**src/rtl/uart_pkg.sv**
```systemverilog
// Shared UART definitions: TX state encoding, parity/stop constants and a parity helper.
// Used by both the transmit and the receive FSMs.
package uart_pkg;

  typedef enum logic [2:0] {
    TX_IDLE   = 3'd0,
    TX_START  = 3'd1,
    TX_DATA   = 3'd2,
    TX_PARITY = 3'd3,
    TX_STOP1  = 3'd4,
    TX_STOP2  = 3'd5
  } tx_state_e;

  localparam logic [1:0] PRI_NONE = 2'b00;
  localparam logic [1:0] PRI_EVEN = 2'b10;
  localparam logic [1:0] PRI_ODD  = 2'b11;

  localparam logic STOP_ONE = 1'b0;
  localparam logic STOP_TWO = 1'b1;

  // acc is the XOR of all data bits; odd mode inverts it
  function automatic logic parity_bit(input logic acc, input logic [1:0] mode);
    return mode[0] ? ~acc : acc;
  endfunction

endpackage

```
**src/rtl/uart_tx_sync2.sv**
```systemverilog
// Two-flop synchroniser with a configurable reset value.
module uart_tx_sync2 #(
  parameter logic RESET_VAL = 1'b1
) (
  input  logic clk,
  input  logic reset_n,
  input  logic d,
  output logic q
);

  logic meta_r;
  logic sync_r;

  // double-flop capture of the asynchronous input
  always_ff @(posedge clk or negedge reset_n) begin
    if (!reset_n) begin
      meta_r <= RESET_VAL;
      sync_r <= RESET_VAL;
    end else begin
      meta_r <= d;
      sync_r <= meta_r;
    end
  end

  assign q = sync_r;

endmodule

```
**src/rtl/uart_txfsm.sv**
```systemverilog
// UART transmit framer: start, 8 data bits LSB first, optional parity, 1 or 2 stop bits.
// Optional UART_TX_CTS_EN adds a cts_n flow-control input gating frame starts.
module uart_txfsm
  import uart_pkg::*;
#(
  parameter int OVS_LOG2 = 4
) (
  input  logic       baud_clk_16x,
  input  logic       reset_n,
  input  logic       cfg_tx_enable,
  input  logic       cfg_stop_bit,
  input  logic [1:0] cfg_pri_mod,
`ifdef UART_TX_CTS_EN
  input  logic       cts_n,
`endif
  input  logic       fifo_empty,
  output logic       fifo_rd,
  input  logic [7:0] fifo_rdata,
  output logic       so,
  output logic       tx_busy
);

  localparam logic [OVS_LOG2-1:0] PH_ONE  = {{(OVS_LOG2-1){1'b0}}, 1'b1};
  localparam logic [OVS_LOG2-1:0] PH_LAST = {OVS_LOG2{1'b1}};

  tx_state_e           state_r;
  logic [OVS_LOG2-1:0] ph_r;
  logic [2:0]          bitcnt_r;
  logic [7:0]          shreg_r;
  logic                par_r;
  logic [1:0]          mode_r;
  logic                stop_r;
  logic                so_r;
  logic                fifo_rd_r;
  logic                tx_busy_r;
  logic                bit_end_s;
  logic                cts_ok_s;

  assign bit_end_s = (ph_r == PH_LAST);

`ifdef UART_TX_CTS_EN
  logic cts_n_sync_s;

  uart_tx_sync2 #(.RESET_VAL(1'b1)) u_cts_sync (
    .clk     (baud_clk_16x),
    .reset_n (reset_n),
    .d       (cts_n),
    .q       (cts_n_sync_s)
  );

  assign cts_ok_s = ~cts_n_sync_s;
`else
  assign cts_ok_s = 1'b1;
`endif

  // frame sequencer; so lags the state by one cycle so it falls the edge after fifo_rd
  always_ff @(posedge baud_clk_16x or negedge reset_n) begin
    if (!reset_n) begin
      state_r   <= TX_IDLE;
      ph_r      <= '0;
      bitcnt_r  <= 3'd0;
      shreg_r   <= 8'h00;
      par_r     <= 1'b0;
      mode_r    <= PRI_NONE;
      stop_r    <= STOP_ONE;
      so_r      <= 1'b1;
      fifo_rd_r <= 1'b0;
      tx_busy_r <= 1'b0;
    end else if (!cfg_tx_enable) begin
      state_r   <= TX_IDLE;
      ph_r      <= '0;
      bitcnt_r  <= 3'd0;
      shreg_r   <= 8'h00;
      par_r     <= 1'b0;
      mode_r    <= PRI_NONE;
      stop_r    <= STOP_ONE;
      so_r      <= 1'b1;
      fifo_rd_r <= 1'b0;
      tx_busy_r <= 1'b0;
    end else begin
      fifo_rd_r <= 1'b0;
      ph_r      <= ph_r + PH_ONE;
      case (state_r)
        TX_IDLE: begin
          so_r      <= 1'b1;
          tx_busy_r <= 1'b0;
          ph_r      <= '0;
          if (!fifo_empty && cts_ok_s) begin
            fifo_rd_r <= 1'b1;
            shreg_r   <= fifo_rdata;
            mode_r    <= cfg_pri_mod;
            stop_r    <= cfg_stop_bit;
            par_r     <= 1'b0;
            bitcnt_r  <= 3'd0;
            tx_busy_r <= 1'b1;
            state_r   <= TX_START;
          end
        end
        TX_START: begin
          so_r <= 1'b0;
          if (bit_end_s) begin
            ph_r     <= '0;
            bitcnt_r <= 3'd0;
            state_r  <= TX_DATA;
          end
        end
        TX_DATA: begin
          so_r <= shreg_r[0];
          if (bit_end_s) begin
            ph_r     <= '0;
            shreg_r  <= {1'b0, shreg_r[7:1]};
            par_r    <= par_r ^ shreg_r[0];
            bitcnt_r <= bitcnt_r + 3'd1;
            if (bitcnt_r == 3'd7) begin
              state_r <= mode_r[1] ? TX_PARITY : TX_STOP1;
            end
          end
        end
        TX_PARITY: begin
          so_r <= parity_bit(par_r, mode_r);
          if (bit_end_s) begin
            ph_r    <= '0;
            state_r <= TX_STOP1;
          end
        end
        TX_STOP1: begin
          so_r <= 1'b1;
          if (bit_end_s) begin
            ph_r <= '0;
            if (stop_r == STOP_TWO) begin
              state_r <= TX_STOP2;
            end else begin
              state_r   <= TX_IDLE;
              tx_busy_r <= 1'b0;
            end
          end
        end
        TX_STOP2: begin
          so_r <= 1'b1;
          if (bit_end_s) begin
            ph_r      <= '0;
            state_r   <= TX_IDLE;
            tx_busy_r <= 1'b0;
          end
        end
        default: begin
          state_r   <= TX_IDLE;
          ph_r      <= '0;
          so_r      <= 1'b1;
          tx_busy_r <= 1'b0;
        end
      endcase
    end
  end

  assign so      = so_r;
  assign fifo_rd = fifo_rd_r;
  assign tx_busy = tx_busy_r;

endmodule

```
**config.mk**
```make
export PLATFORM = sky130hd
export DESIGN_NAME = uart_txfsm
export DESIGN_NICKNAME = d
export VERILOG_FILES = /design/src/rtl/uart_pkg.sv /design/src/rtl/uart_tx_sync2.sv /design/src/rtl/uart_txfsm.sv
export SDC_FILE = /design/constraint.sdc
export NUM_CORES = 1
export LEC_CHECK = 0
export BUFFER_PORTS_ARGS = -buffer_cell sky130_fd_sc_hd__buf_4
export CORE_MARGIN = 2
export CORE_UTILIZATION = 50
export DETAILED_ROUTE_END_ITERATION = 7
export GPL_TIMING_DRIVEN = 0
export PLACE_DENSITY = 0.73
export SKIP_CTS_REPAIR_TIMING = 1
export SLEW_MARGIN = 5
export SYNTH_ARGS = -nofsm -noshare
export SYNTH_HDL_FRONTEND = slang
export SYNTH_SLANG_ARGS = --single-unit
```
**constraint.sdc**
```tcl
create_clock -name baud_clk_16x -period 1.7 [get_ports baud_clk_16x]
set_clock_uncertainty 0.2 [all_clocks]
set_input_delay 0.085 -clock baud_clk_16x [delete_from_list [all_inputs] [get_ports baud_clk_16x]]
set_output_delay 0.085 -clock baud_clk_16x [all_outputs]
set_load 0.05 [all_outputs]
```
* Yosys cells after proc, flatten, opt, wreduce, memory -nomap -nowiden
Index checks and enable logic that the tools add are counted.
** Word-level totals
- Output and inout bits :: 3
- Word-level logic and storage cells :: 85
- Input port bits :: 15
- Register bits after elaboration :: 25
** Operators by class
- Mux-type cells :: 43
- Add/subtract/negate cells :: 2
- Reduce and logical (&&, ||, !) cells :: 8
- Equal/unequal tests :: 20
- Bitwise operators :: 2
** Operators with widths (number)
- 3-bit 2-to-1 mux :: 13
- 8-bit 2-to-1 mux :: 3
- 3-bit != test (second input constant) :: 8
- 3-bit case mux with 6 select lines :: 1
- 8-bit case mux with 2 select lines :: 1
- 1-bit 2-to-1 mux :: 15
- 4-bit 2-to-1 mux :: 3
- 3-bit == test (second input constant) :: 3
- 3-bit case mux with 3 select lines :: 1
- 4-bit AND reduction :: 2
- 7-bit AND reduction :: 1
- 3-bit by 2-bit == test with 1-bit output (second input constant) :: 2
- 2-bit 2-to-1 mux :: 3
- 5-bit OR reduction :: 1
- 4-bit by 1-bit adder with 4-bit output (second input constant) :: 1
- 4-bit == test (second input constant) :: 1
- 2-bit != test (second input constant) :: 2
- 4-bit by 1-bit != test with 1-bit output (second input constant) :: 1
- 1-bit case mux with 4 select lines :: 1
- 3-bit by 1-bit adder with 3-bit output (second input constant) :: 1
- 3-bit by 1-bit == test with 1-bit output (second input constant) :: 1
- 3-bit zero test :: 1
- 3-bit by 1-bit != test with 1-bit output (second input constant) :: 1
- 1-bit case mux with 3 select lines :: 1
- other kinds (7) :: 7

* Logic depth before layout (Yosys ltp)
Gate-level depths: netlist (run 1).
- Word-level depth :: 5
- Mapped depth :: 7
- Mapped depth without buffers :: 6

* Worst setup path after synthesis (run 1)
OpenSTA, ideal clock, no wires.
- Path type :: reg2reg
- Start :: register ph_r[0]
- End :: register shreg_r[3]
- Required time :: 1.376 ns
- Stages on the path, launching flop included :: 7
- Library setup time :: 0.124 ns
- Arrival :: 1.461 ns
- Period minus slack after synthesis :: 1.786 ns
- Slack :: -0.086 ns
- Path buffers :: 2
- Cell sequence :: dfrtp_1 ha_1 and3_1 buf_2 a21oi_2 buf_2 o21ai_1
** Between the ends
- Longest elaborated chain between the ends :: 3
** Ends and longest elaborated chain
- from (decl) :: line uart_txfsm.sv:27 : logic [OVS_LOG2-1:0] ph_r;
- from (signal assigned) :: line uart_txfsm.sv:82 : ph_r <= ph_r + PH_ONE;
- 4-bit == test :: line uart_txfsm.sv:39 : assign bit_end_s = (ph_r == PH_LAST);
- 3-bit != test (no source line)
- 3-bit AND reduction (no source line)
- to (signal assigned) :: line uart_txfsm.sv:90 : shreg_r <= fifo_rdata;
- to (signal assigned) :: line uart_txfsm.sv:111 : shreg_r <= {1'b0, shreg_r[7:1]};
- to (decl) :: line uart_txfsm.sv:29 : logic [7:0] shreg_r;
Every way passes these cells.
A chain may end at the register's enable or synchronous reset.

* Worst setup path after layout (run 1)
- Start :: register state_r[2]
- End :: register shreg_r[2]
** Between the ends
- Longest elaborated chain between the ends :: 3
- Elaborated cells between the ends (all ways) :: 8
- Those cells by class :: eq/ne (4); mux (2); reduce/logical (2)
** Ends and longest elaborated chain
- from (decl) :: line uart_txfsm.sv:26 : tx_state_e state_r;
- from (signal assigned) :: line uart_txfsm.sv:115 : state_r <= mode_r[1] ? TX_PARITY : TX_STOP1;
- 3-bit by 2-bit == test with 1-bit output or 3-bit zero test (tied branches) :: line uart_txfsm.sv:83 : case (state_r)
- 3-bit by 1-bit != test with 1-bit output (no source line) (tied with other cells)
- 3-bit AND reduction (no source line) or 8-bit 2-to-1 mux (tied branches)
Several ways; a longest one is shown, not always the timed one.

==> impl_table.tex, run 1 <==
\begin{tabular}{lr}
\hline
Metric & Value \\
\hline
\multicolumn{2}{l}{\textbf{Pwr}} \\
Tot Pwr & 1.234 mW \\
Leakage power & 0.9535 nW \\
Power density of the placed cells & 565.8 nW/µm² \\
VDD IR max & 0.0005215 V \\
\multicolumn{2}{l}{\textbf{Global routing}} \\
Initial antenna violation count & 0 \\
Largest net degree at the start of global routing & 26 \\
Overall global routing resource usage & 19.31\% \\
Total overflow reported by the global router & 0 \\
Number of global-route vias before repair & 1085 \\
Wire length of the first global-routing pass & 4968 µm \\
\multicolumn{2}{l}{\textbf{Synthesis}} \\
Synthesized net count & 168 \\
Dominant register cell in the synthesized netlist & sky130\_fd\_sc\_hd\_\_dfrtp\_1 \\
Largest area contributor in the netlist & sky130\_fd\_sc\_hd\_\_dfrtp\_1 \\
Leading post-synthesis cells by cell area & sky130\_fd\_sc\_hd\_\_dfrtp\_1 (42\%), sky130\_fd\_sc\_hd\_\_nand2\_1 (5.5\%), sky130\_fd\_sc\_hd\_\_mux2\_1 (4.7\%), sky130\_fd\_sc\_hd\_\_ha\_1 (3.5\%), sky130\_fd\_sc\_hd\_\_a21oi\_1 (3.1\%) \\
Mean area per synthesized cell & 9.699 µm² \\
Combined area of all synthesized cells & 1445 µm² \\
Cell count after synthesis & 149 \\
Count of distinct cell types in the synthesized netlist & 39 \\
Yosys top cell area share & 41.56\% \\
Total number of yosys warnings & 0 \\
Sequential cell area fraction in the yosys report & 43.38\% \\
Count of flip-flops with a built-in enable after synthesis & 0 \\
FF+latch count, synth & 25 \\
FFs w/ async S/R, synth & 100.0\% \\
Top cells by count, synth & sky130\_fd\_sc\_hd\_\_dfrtp\_1 (24), sky130\_fd\_sc\_hd\_\_nand2\_1 (21), sky130\_fd\_sc\_hd\_\_a21oi\_1 (9), sky130\_fd\_sc\_hd\_\_buf\_2 (9), sky130\_fd\_sc\_hd\_\_o21ai\_0 (8) \\
Library cell with the highest instance count after synthesis & sky130\_fd\_sc\_hd\_\_dfrtp\_1 \\
\multicolumn{2}{l}{\textbf{Routing}} \\
Detailed-router iteration count before antenna repair & 4 \\
Vias post-DR & 1343 \\
Post-route DRC violation count & 0 \\
Average via count per standard cell & 5.739 \\
Initial detailed-routing violation count & 59 \\
Routed len/inst & 16.96 µm \\
Antenna-violating nets left & 0 \\
Total detailed-routing wirelength & 3969 µm \\
\multicolumn{2}{l}{\textbf{Timing}} \\
Unrepaired setup endpoints after global routing & true \\
Actual slew at the worst max-slew pin & 388.7 ps \\
Period utilization & 104.0\% \\
Relative slew slack & 73.72\% \\
Count of endpoints failing setup in the final report & 9 \\
Achievable frequency & 0.5655 GHz \\
Max Transition Viols Final & 0 \\
Final hold vios & 24 \\
Slack of the critical path & -68.20 ps \\
Hold WS & -27.44 ps \\
Final critical path time including I/O delays and setup & 1768 ps \\
\multicolumn{2}{l}{\textbf{Layout}} \\
Area delta synth->final & 50.91\% \\
Post-route insts no fill & 234 \\
Number of nets in the final layout & 223 \\
Antenna diode count & 0 \\
Share of final-layout standard cells stronger than drive strength 1 & 43.35\% \\
\multicolumn{2}{l}{\textbf{Setup path}} \\
Data required time of the critical path & 1730 ps \\
Worst Reg2Reg Path Length in Cells & 6 \\
Startpoint class of the critical path & flop \\
Critical path data arrival time & 1800 ps \\
Max FO, Critical Path & 9 \\
Path type of the worst setup path & flop to flop \\
Critical Path Sink Type & flop \\
\multicolumn{2}{l}{\textbf{Floorplanning}} \\
Number of I/O pins & 18 \\
DIE HEIGHT & 57.76 µm \\
Row count & 19 \\
Starting density of the core & 52.40\% \\
Core footprint & 2758 µm² \\
Die ar. & 3336 µm² \\
Horiz. Die Dim & 57.76 µm \\
\multicolumn{2}{l}{\textbf{Clock tree}} \\
Number of buffers on the longest clock path & 2 \\
CTS buffer count & 3 \\
CTS tree & built \\
H-tree levels & 1 \\
Insertion delay to the later sink of the worst-skew pair & 330 ps \\
Clock-pin slew on the worst setup and hold paths & 140 ps \\
Total clock sinks & 25 \\
Clock Tree Root & sky130\_fd\_sc\_hd\_\_clkbuf\_4 \\
\multicolumn{2}{l}{\textbf{Hold path}} \\
Type of the tightest min-delay check & primary input to asynchronous set/reset pin \\
\multicolumn{2}{l}{\textbf{Placement}} \\
Routability-driven placement congestion ratio & 0.8716 \\
Buffers added on ports & 17 \\
Post-DP HPWL & 2186 µm \\
Number of placed instances, taps included & 197 \\
\multicolumn{2}{l}{\textbf{Flow run}} \\
Number of max-cap violations & 0 \\
\multicolumn{2}{l}{\textbf{Status}} \\
Result of the run & finished with violations \\
Violations in the final reports & hold timing, setup timing \\
\hline
\end{tabular}
-- layout make-up --
type	count	area, µm²
Buffer	8	77.57
Clock buffer	4	26.28
Fill cell	170	576.8
Inverter	6	25.02
Multi-Input combinational cell	110	945.9
Sequential cell	25	629.4
Tap cell	31	38.79
Timing Repair Buffer	50	437.9
-- worst paths after layout --
kind                            startpoint         end  slack (ps)
max in group asynchronous          reset_n          so        1020
worst min register to register  shreg_r[6]  shreg_r[6]         310
worst max register to register  state_r[2]  shreg_r[2]         -70
min in group baud_clk_16x       shreg_r[6]  shreg_r[6]         310
worst max-delay path            state_r[2]  shreg_r[2]         -70
worst min-delay path               reset_n  shreg_r[3]         -30
-- critical path: stages, from the launching register on --
cell,delay [ps]
sky130_fd_sc_hd__dfrtp_2,480
sky130_fd_sc_hd__buf_6,140
sky130_fd_sc_hd__nor3b_4,230
sky130_fd_sc_hd__buf_12,170
sky130_fd_sc_hd__mux2_1,310
sky130_fd_sc_hd__nand2_1,70
sky130_fd_sc_hd__o21ai_1,60
-- metal layers --
layer  up-vias  track usage [%]  wire length, µm
met3         7            2.455              138
met4         0            7.973               83
li1        643                -                -
met2        35            29.55             2012
met1       658            27.77             1735
met5         -                0                0
-- sequential cells by signal, indices dropped and copies added, names as in the netlist --
name      cells
bitcnt_r      3
fifo_rd       1
mode_r        2
par_r         1
ph_r          4
shreg_r       8
so            1
state_r       3
stop_r        1
tx_busy       1
-- cells by family after synthesis --
family	Yosys count	synth area share, %
buf+inv	15	4.675
flops	25	43.38
fa+ha+maj	4	3.463
xor+xnor	4	2.425
simple gates	49	19.31
compound gates	40	17.75
mux	12	9.004
-- metrics by stage --
step / TNS, ps / worst slack (ps) / area (µm²) / util (%)
5_1_grt: -1099 / -135.4 / 2181 / 79.08
4_1_cts: -2442 / -210.1 / 1659 / 60.16
3_5_place_dp: -2151 / -194.6 / 1633 / 59.21
3_3_place_gp: -1813 / -199.2 / 1633 / 59.21
6_report: -342.4 / -68.20 / 2181 / 79.08
2_1_floorplan: -84.30 / -18.18 / 1466 / -
-- power breakdown --
group	leakage (nW)	internal (mW)	switching [mW]
logic	0.609	0.153	0.151
clock network	0.0150	0.0923	0.187
registers	0.330	0.627	0.0237
-- cells in the final DEF (no fill, tap or decap), types with 4 or more instances in the layout --
cell type,n
sky130_fd_sc_hd__dlygate4sd3_1,14
sky130_fd_sc_hd__inv_1,4
sky130_fd_sc_hd__o21ai_1,9
sky130_fd_sc_hd__nor2b_1,6
sky130_fd_sc_hd__a21oi_1,7
sky130_fd_sc_hd__buf_4,32
sky130_fd_sc_hd__mux2_1,5
sky130_fd_sc_hd__buf_6,8
sky130_fd_sc_hd__nor2_1,4
sky130_fd_sc_hd__o21ai_0,5
sky130_fd_sc_hd__mux2i_1,4
sky130_fd_sc_hd__dfrtp_1,22
sky130_fd_sc_hd__nand2_1,17
Power figures use the tool's default switching activity.
==> inputs of run 2 (changes only) <==
--- a/config.mk
+++ b/config.mk
@@ -6,11 +6,12 @@
 export NUM_CORES = 1
 export LEC_CHECK = 0
 export BUFFER_PORTS_ARGS = -buffer_cell sky130_fd_sc_hd__buf_4
-export CORE_MARGIN = 2
-export CORE_UTILIZATION = 50
+export CORE_MARGIN = 4
+export CORE_UTILIZATION = 45
+export CTS_BUF_LIST = sky130_fd_sc_hd__clkbuf_8 sky130_fd_sc_hd__clkbuf_16
 export DETAILED_ROUTE_END_ITERATION = 7
 export GPL_TIMING_DRIVEN = 0
-export PLACE_DENSITY = 0.73
+export PLACE_DENSITY = 0.67
 export SKIP_CTS_REPAIR_TIMING = 1
 export SLEW_MARGIN = 5
 export SYNTH_ARGS = -nofsm -noshare
==> run 2 against run 1 <==
- the run still ends with hold timing, setup timing left
- largest cell class unchanged
- via count decreased by 9.7%
- non-clock buffer count decreased by 9
- sequential power is essentially flat
- highest routed layer unchanged
- cell area is 4.9% lower
- flip-flop and latch count did not move
- fmax is 1.9% higher
- largest power group unchanged
- worst hold slack better by 14 ps
- routed wire length is 14% lower
- critical path type unchanged
- clock-buffer cell count decreased by 1
- worst setup slack gained 34 ps
==> impl_table.tex, run 2 (synthesis gave the netlist of run 1 again) <==
\begin{tabular}{lr}
\hline
Metric & Value \\
\hline
\multicolumn{2}{l}{\textbf{Timing}} \\
Final critical path time including I/O delays and setup & 1735 ps \\
Count of endpoints failing setup in the final report & 8 \\
Max Transition Viols Final & 0 \\
Period utilization & 102.0\% \\
Total Neg Setup Slack & -150.9 ps \\
Hold WS & -13.11 ps \\
Actual slew at the worst max-slew pin & 444.3 ps \\
Final hold vios & 2 \\
Unrepaired setup endpoints after global routing & true \\
Achievable frequency & 0.5765 GHz \\
Slack of the critical path & -34.52 ps \\
Relative slew slack & 70.16\% \\
\multicolumn{2}{l}{\textbf{Setup path}} \\
Startpoint class of the critical path & flop \\
Max FO, Critical Path & 9 \\
Critical Path Sink Type & flop \\
Path type of the worst setup path & flop to flop \\
Critical path data arrival time & 1690 ps \\
Data required time of the critical path & 1660 ps \\
\multicolumn{2}{l}{\textbf{Global routing}} \\
Overall global routing resource usage & 15.37\% \\
Largest net degree at the start of global routing & 26 \\
Wire length of the first global-routing pass & 5030 µm \\
Number of global-route vias before repair & 1076 \\
Total overflow reported by the global router & 0 \\
Initial antenna violation count & 0 \\
\multicolumn{2}{l}{\textbf{Layout}} \\
Area delta synth->final & 43.55\% \\
Number of fill cells in the layout & 246 \\
Antenna diode count & 0 \\
Final Core Density & 67.95\% \\
Most common cell after layout, fill and taps aside & sky130\_fd\_sc\_hd\_\_buf\_4 \\
Top Registers & shreg\_r (8), ph\_r (4) \\
Flip-flop count of the largest register, all copies and words added & 8 \\
Post-route insts no fill & 237 \\
Share of final-layout standard cells stronger than drive strength 1 & 38.86\% \\
Design area & 2074 µm² \\
Biggest register & shreg\_r \\
Commonest non-fill, non-tap cells in the layout & sky130\_fd\_sc\_hd\_\_buf\_4 (28), sky130\_fd\_sc\_hd\_\_dfrtp\_1 (21), sky130\_fd\_sc\_hd\_\_nand2\_1 (20) \\
Number of nets in the final layout & 213 \\
\multicolumn{2}{l}{\textbf{Floorplanning}} \\
Starting density of the core & 47.34\% \\
Horiz. Die Dim & 64.67 µm \\
Row count & 20 \\
Core footprint & 3053 µm² \\
Die ar. & 4182 µm² \\
Number of I/O pins & 18 \\
DIE HEIGHT & 64.67 µm \\
\multicolumn{2}{l}{\textbf{Routing}} \\
Average via count per standard cell & 5.118 \\
Initial detailed-routing violation count & 51 \\
Vias post-DR & 1213 \\
Post-route DRC violation count & 0 \\
Antenna-violating nets left & 0 \\
Total detailed-routing wirelength & 3430 µm \\
Routed len/inst & 14.47 µm \\
Detailed-router iteration count before antenna repair & 4 \\
\multicolumn{2}{l}{\textbf{Placement}} \\
Routability-driven placement congestion ratio & 0.8870 \\
Buffers added on ports & 17 \\
Post-DP HPWL & 2136 µm \\
Number of placed instances, taps included & 210 \\
Dpl cell area & 1649 µm² \\
\multicolumn{2}{l}{\textbf{Clock tree}} \\
Insertion delay to the later sink of the worst-skew pair & 270 ps \\
Total clock sinks & 25 \\
H-tree levels & 1 \\
Clock-pin slew on the worst setup and hold paths & 80 ps \\
CTS buffer count & 3 \\
Number of buffers on the longest clock path & 2 \\
CTS tree & built \\
Clock Tree Root & sky130\_fd\_sc\_hd\_\_clkbuf\_8 \\
\multicolumn{2}{l}{\textbf{Hold path}} \\
Type of the tightest min-delay check & primary input to flop \\
\multicolumn{2}{l}{\textbf{Pwr}} \\
Power density of the placed cells & 612.8 nW/µm² \\
VDD IR max & 0.0005386 V \\
Leakage power & 0.9158 nW \\
\multicolumn{2}{l}{\textbf{Status}} \\
Violations in the final reports & hold timing, setup timing \\
Result of the run & finished with violations \\
\multicolumn{2}{l}{\textbf{Flow run}} \\
Number of max-cap violations & 0 \\
\hline
\end{tabular}
==> run 2: cell count changes in the layout (fill, tap and decap cells not counted), moves of 2 or more <==
cell,before,now
sky130_fd_sc_hd__ha_1,0,2
sky130_fd_sc_hd__buf_12,1,3
sky130_fd_sc_hd__nand2_2,3,1
sky130_fd_sc_hd__buf_4,32,28
sky130_fd_sc_hd__ha_4,3,1
sky130_fd_sc_hd__dlygate4sd3_1,14,7
sky130_fd_sc_hd__nand2_1,17,20
sky130_fd_sc_hd__clkbuf_4,3,0
sky130_fd_sc_hd__clkbuf_8,0,3
==> run 2: path summary, 6_finish.rpt <==
path / start / to / slack [ps] / cells after the start
worst max-delay path: state_r[2] / shreg_r[2] / -30 / 6
worst min register to register: bitcnt_r[0] / bitcnt_r[0] / 280 / 1
min in group asynchronous: reset_n / ph_r[0] / 40 / 2
worst min-delay path: fifo_rdata[6] / shreg_r[6] / -10 / 4
worst max register to register: state_r[2] / shreg_r[2] / -30 / 6
max in group asynchronous: reset_n / so / 970 / 2
==> run 2: worst max-delay path: stages (launching register included) <==
cell and delay, ps:
sky130_fd_sc_hd__dfrtp_2 440, sky130_fd_sc_hd__buf_12 140, sky130_fd_sc_hd__nor3b_4 230, sky130_fd_sc_hd__buf_12 170
sky130_fd_sc_hd__mux2_1 320, sky130_fd_sc_hd__nand2_1 80, sky130_fd_sc_hd__o21ai_1 60
==> run 2: per-stage QoR <==
step	total power [mW]	setup slack, ps	hold WS [ps]
global route	1.332	-94.26	5.103
detailed placement	0.8607	-188.2	-198.2
global placement	0.8560	-177.9	-195.6
finish	1.271	-34.52	-13.11
floorplan	0.7854	-18.18	-410.6
CTS	1.201	-215.0	-490.1
==> run 2: metal layers <==
metal	vias up	track usage, %	part of all wire (%)
met5	-	0	0
met4	0	3.958	0.85
met3	5	3.986	2.9
met2	17	24.48	49
met1	579	20.79	48
li1	612	-	-
==> run 2: layout make-up <==
| class | instances | area, µm² | share of cell area [%] |
|---|---|---|---|
| clock inverters | 1 | 3.754 | 0.1809 |
| inverters | 6 | 27.53 | 1.327 |
| flip-flops and latches | 25 | 630.6 | 30.40 |
| multi-input cells | 109 | 867.1 | 41.80 |
| plain buffers | 9 | 86.33 | 4.162 |
| clock buffers | 3 | 41.29 | 1.990 |
| well taps | 44 | 55.05 | 2.654 |
| repair buffers | 40 | 362.8 | 17.49 |
==> run 2: where the power goes <==
group	leakage [nW]	switching, mW	internal, mW	total, mW
Clock	0.0269	0.180	0.162	0.342
Combinational	0.560	0.140	0.143	0.283
Sequential	0.328	0.0201	0.627	0.647
Total	0.916	0.340	0.931	1.27
